## src/rtl/fetch_queue_pkg.sv

```systemverilog
// Shared pipeline definitions for the fetch/decode boundary.
package fetch_queue_pkg;

  localparam int unsigned XLEN = 32;

  // sll $0,$0,0 -- presented to decode when no real instruction is available
  localparam logic [XLEN-1:0] NOP_INSTR_WORD = 32'h0000_0000;

  // One fetched instruction together with its return/link address
  typedef struct packed {
    logic [XLEN-1:0] instr;
    logic [XLEN-1:0] pc_plus_4;
  } fetch_entry_t;

endpackage

```

## src/rtl/fetch_queue_fifo_ptr_ctrl.sv

```systemverilog
// Pointer, occupancy and handshake control for the fetch queue.
module fifo_ptr_ctrl #(
  parameter int unsigned DEPTH = 4,
  localparam int unsigned PTR_W = $clog2(DEPTH),
  localparam int unsigned CNT_W = $clog2(DEPTH + 1)
) (
  input  logic             clk,
  input  logic             rst,
  input  logic             valid_f,
  input  logic             stall_d,
  input  logic             flush,
  output logic             push,
  output logic             fetch_enable,
  output logic             valid_d,
  output logic [PTR_W-1:0] wr_ptr,
  output logic [PTR_W-1:0] rd_ptr,
  output logic [CNT_W-1:0] count
);

  logic [PTR_W-1:0] wr_ptr_q, wr_ptr_d;
  logic [PTR_W-1:0] rd_ptr_q, rd_ptr_d;
  logic [CNT_W-1:0] count_q, count_d;
  logic             pop;

  // Qualify push/pop from registered occupancy and compute next pointer/count state
  always_comb begin
    fetch_enable = (count_q != CNT_W'(DEPTH)) && !rst;
    valid_d      = (count_q != '0) && !rst;
    push         = valid_f && fetch_enable && !flush;
    pop          = valid_d && !stall_d && !flush;
    wr_ptr_d     = wr_ptr_q;
    rd_ptr_d     = rd_ptr_q;
    count_d      = count_q;
    if (flush) begin
      wr_ptr_d = '0;
      rd_ptr_d = '0;
      count_d  = '0;
    end else begin
      if (push) wr_ptr_d = wr_ptr_q + PTR_W'(1);
      if (pop)  rd_ptr_d = rd_ptr_q + PTR_W'(1);
      case ({push, pop})
        2'b10:   count_d = count_q + CNT_W'(1);
        2'b01:   count_d = count_q - CNT_W'(1);
        default: count_d = count_q;
      endcase
    end
  end

  // State registers with synchronous reset
  always_ff @(posedge clk) begin
    if (rst) begin
      wr_ptr_q <= '0;
      rd_ptr_q <= '0;
      count_q  <= '0;
    end else begin
      wr_ptr_q <= wr_ptr_d;
      rd_ptr_q <= rd_ptr_d;
      count_q  <= count_d;
    end
  end

  assign wr_ptr = wr_ptr_q;
  assign rd_ptr = rd_ptr_q;
  assign count  = count_q;

endmodule

```

## src/rtl/fetch_queue.sv

```systemverilog
// Instruction prefetch FIFO between fetch and decode; replaces the IF/ID register.
module fetch_queue
  import fetch_queue_pkg::*;
#(
  parameter int unsigned     DEPTH     = 4,
  parameter logic [XLEN-1:0] NOP_INSTR = NOP_INSTR_WORD
) (
  input  logic                         clk,
  input  logic                         rst,
  input  logic [XLEN-1:0]              instr_f,
  input  logic [XLEN-1:0]              pc_plus_4_f,
  input  logic                         valid_f,
  output logic                         fetch_enable,
  input  logic                         stall_d,
  input  logic                         flush,
  output logic [XLEN-1:0]              instr_d,
  output logic [XLEN-1:0]              pc_plus_4_d,
  output logic                         valid_d,
  output logic [$clog2(DEPTH+1)-1:0]   count
);

  localparam int unsigned PTR_W = $clog2(DEPTH);

  fetch_entry_t     storage_q [DEPTH];
  fetch_entry_t     storage_d [DEPTH];
  fetch_entry_t     head;
  logic             push;
  logic [PTR_W-1:0] wr_ptr;
  logic [PTR_W-1:0] rd_ptr;

  fifo_ptr_ctrl #(
    .DEPTH(DEPTH)
  ) u_ptr_ctrl (
    .clk          (clk),
    .rst          (rst),
    .valid_f      (valid_f),
    .stall_d      (stall_d),
    .flush        (flush),
    .push         (push),
    .fetch_enable (fetch_enable),
    .valid_d      (valid_d),
    .wr_ptr       (wr_ptr),
    .rd_ptr       (rd_ptr),
    .count        (count)
  );

  // Write the incoming fetch entry into the slot at the write pointer
  always_comb begin
    storage_d = storage_q;
    if (push) begin
      storage_d[wr_ptr] = '{instr: instr_f, pc_plus_4: pc_plus_4_f};
    end
  end

  // Storage needs no reset: slots are only ever read while they hold a valid entry
  always_ff @(posedge clk) begin
    storage_q <= storage_d;
  end

  // Present the head entry, substituting a NOP bubble whenever nothing valid is queued
  always_comb begin
    head        = storage_q[rd_ptr];
    instr_d     = valid_d ? head.instr     : NOP_INSTR;
    pc_plus_4_d = valid_d ? head.pc_plus_4 : '0;
  end

endmodule
```

## config.mk

```make
export PLATFORM = sky130hd
export DESIGN_NAME = fetch_queue
export DESIGN_NICKNAME = d
export VERILOG_FILES = /design/src/rtl/fetch_queue_pkg.sv /design/src/rtl/fetch_queue_fifo_ptr_ctrl.sv /design/src/rtl/fetch_queue.sv
export SDC_FILE = /design/constraint.sdc
export NUM_CORES = 1
export LEC_CHECK = 0
export ABC_AREA = 1
export ABC_CLOCK_PERIOD_IN_PS = 4500
export CAP_MARGIN = 20
export CORE_UTILIZATION = 35
export CTS_CLUSTER_SIZE = 14
export DETAILED_ROUTE_END_ITERATION = 10
export HOLD_SLACK_MARGIN = 0.08
export SLEW_MARGIN = 20
export SYNTH_ARGS = -nofsm -noshare
export SYNTH_HDL_FRONTEND = slang
export SYNTH_SLANG_ARGS = --single-unit
```

## constraint.sdc

```tcl
create_clock -name clk -period 4.5 [get_ports clk]
set_clock_uncertainty 0.2 [all_clocks]
set_input_delay 0.675 -clock clk [delete_from_list [all_inputs] [get_ports clk]]
set_output_delay 0.675 -clock clk [all_outputs]
set_load 0.01 [all_outputs]
```

==> results_dict.tcl <==
set metrics [dict create \
    wl_per_cell_um 16.5 \
    pwr-share-comb_pct 3.7 \
    leakagePower_nw 4.34 \
    drtIter0Drc 429 \
    htree_levels 1 \
    grt_max_degree 81 \
    critPathRequiredTime_ps 3620 \
    wl_met1_um 9850 \
    finalSetupViolCount 0 \
    internal_power_w 0.00412 \
    cts_buffers 27 \
    layout-drive-gt1-share_pct 5.55 \
    die_y_um 174 \
    dp_hpwl_um 12300 \
    p_clk_share_pct 42.8 \
    fin_cells 1357 \
    rows 62 \
    grt_pass1_vias 6322 \
    postCtsResizedCells 0 \
    core_sq_um 28900 \
    clk_latency_ps 520 \
    ys_seq_area_share_pct 75.5 \
    synthFlopType "edfxtp_1" \
    max-cap-violations 0 \
    grt_overflow 0 \
    maxSlewViolCount 0 \
    wl_met2_um 10900 \
    wl_met3_um 1170 \
    ir_drop_mv 0.261 \
    cts_buffer_depth 3 \
    start_util_pct 35.8 \
    path_class "reg -> out" \
    worst_pin_slew_ps 901 \
    final_antenna_net_count 0 \
    swShare_pct 19.0 \
    synth-edff-count 256 \
    fill_cells 2619 \
    ios 138 \
    design.die.area_sq_um 30300 \
    synth_area_leader_cell "edfxtp_1" \
    ys_ff_latch 263 \
    regArea_sq_um 7840 \
    dp.cells 1310 \
    vias 6497 \
    power_density_nw_per_um2 391 \
    syn-num-nets 902 \
    yosysTopAreaCellShare_pct 74.2 \
    syn_avg_cell_area_sq_um 12.5 \
    cts_tree "done" \
    fin_crit_sh_pct 85.0 \
    hp-class "reg -> reg" \
    crit_chain "inv_4, buf_12, o21ai_0, a21oi_1, clkdlybuf4s50_1" \
    cp-start-kind "flip-flop" \
    crit_slowest_cell "dfxtp_4" \
    drcViolationCount 0 \
    root_buffer "clkbuf_16" \
    max_freq_mhz 262 \
    routed_wl_um 22300 \
    yosys_warnings 0 \
    slew_headroom_pct 39.9 \
    fin_setup_tns_ps 0 \
    synth_common_cells "nor2_1 (265), edfxtp_1 (256), o21ai_1 (77)" \
    syn_area_sq_um 10400 \
    synth.area.top_cells "edfxtp_1 (74%), nor2_1 (9.6%), o21ai_1 (3.7%)" \
    cts_post_setup_buffers_inserted 0 \
    critPathArrivalTime_ps 2950 \
    cp_max_fo 72 \
    fin_ws_ps 676 \
    worstSetupEndpointType "output pin" \
    nets 1030 \
    highest_layer "met4" \
    seqPwrFrac_pct 53.5 \
    routabilityCongestion 0.740 \
    diodes 0 \
    grt_usage_pct 14.7 \
    cts.reportedPaths.clkPinSlew_ps 60 \
    die_w_um 174 \
    ys_types 19 \
    p_switching_w 0.000966 \
    io_buffer_count 137 \
    synth.most_common_cell "nor2_1" \
    final-hold-violation-count 0 \
    grt_pass1_wl_um 35000 \
    hold_buffers 0 \
    antenna_found_initial 1 \
    syn2layout_area_growth_pct 25.5 \
    viasPerCell 4.79 \
    syn-instance-count 827 \
    max_stage_delay_ps 740 \
    dr.pass1.iters 4 \
    pre_cts_ws_ps 887 \
    status "finished, final reports clean" \
    rsz0062_at_grt "no" \
    period_minus_slack_ps 3820 \
    async_flop_share_pct 0 \
    multi_input_area_sq_um 2200 \
    clock_sinks 263 \
]
## logic make-up (layout without fill, tap and decap cells)
kind of cell | after synthesis | after routing | share of synthesized area [%]
flip-flops | 263 | 263 | 75.5
adder cells (fa/ha/maj) | 6 | 6 | 0.797
AO/OA/AOI/OAI | 201 | 201 | 9.72
AND/OR/NAND/NOR | 286 | 286 | 10.4
buffers and inverters | 71 | 217 | 3.53
## worst max-delay path: cells and delay by family, from the launching register on
| family | cells | cell delay [ps] |
|---|---|---|
| AOI/OAI and AO/OA | 2 | 430 |
| DFF | 1 | 740 |
| buffers and inverters | 3 | 1190 |
## worst paths after layout
path | start | end | slack [ps] | cells past startpoint
setup / recovery | u_ptr_ctrl.rd_ptr[0] | pc_plus_4_d[9] | 680 | 5
hold / removal | u_ptr_ctrl.wr_ptr[1] | u_ptr_ctrl.wr_ptr[1] | 310 | 2
setup reg to reg | u_ptr_ctrl.count[0] | u_ptr_ctrl.count[2] | 2070 | 14
hold reg to reg | u_ptr_ctrl.wr_ptr[1] | u_ptr_ctrl.wr_ptr[1] | 310 | 2
## cell type report
| type | count | share of cell area [%] |
|---|---|---|
| multi-input cells | 493 | 16.9 |
| flip-flops and latches | 263 | 60.2 |
| inverters | 21 | 0.625 |
| clock buffers | 30 | 5.28 |
| repair buffers | 149 | 11.9 |
| well taps | 384 | 3.69 |
| clock inverters | 17 | 1.34 |
## flip-flops by register name (all words and copies together) (netlist names)
name / flops
u_ptr_ctrl.wr_ptr: 2
u_ptr_ctrl.rd_ptr: 2
storage_q: 256
u_ptr_ctrl.count: 3
## routing by layer
metal | vias up | GRT usage, %
met5 | - | 0
met4 | 0 | 4.42
met3 | 26 | 2.60
met1 | 3147 | 19.4
li1 | 3161 | -
met2 | 163 | 24.8
## metrics by stage
stage	hold WS, ps	utilization [%]	power [W]	instance area [sq um]
6_report	309	45.0	0.00508	13000
5_1_grt	331	45.0	0.00526	13000
4_1_cts	311	45.0	0.00515	13000
3_5_place_dp	301	42.0	0.00296	12100
3_3_place_gp	295	42.0	0.00296	12100
2_1_floorplan	272	-	0.00284	10400
## power by group through the flow
stage               sequential, W  clock [W]  combinational, W
floorplan                 0.00277          0         0.0000640
global placement          0.00277          0          0.000187
detailed placement        0.00277          0          0.000188
CTS                       0.00272    0.00224          0.000189
global route              0.00272    0.00233          0.000206
finish                    0.00272    0.00218          0.000186
## cells in the final DEF, fill, tap and decap left out, types with 2 or more instances in the layout
cell / synthesis / routed
buf_12: 0 / 7
clkbuf_1: 7 / 3
buf_4: 10 / 5
clkinv_1: 0 / 11
edfxtp_1: 256 / 256
nor2_4: 0 / 4
dfxtp_4: 0 / 2
clkbuf_16: 0 / 27
a21oi_1: 68 / 68
bufinv_16: 0 / 4
o21ai_0: 55 / 55
nor2_1: 265 / 261
ha_1: 5 / 5
clkdlybuf4s50_1: 0 / 137
dfxtp_1: 7 / 5
nand3_1: 5 / 5
nand2_1: 16 / 15
o21ai_1: 77 / 77
inv_1: 19 / 19
Power figures use the tool's default switching activity.
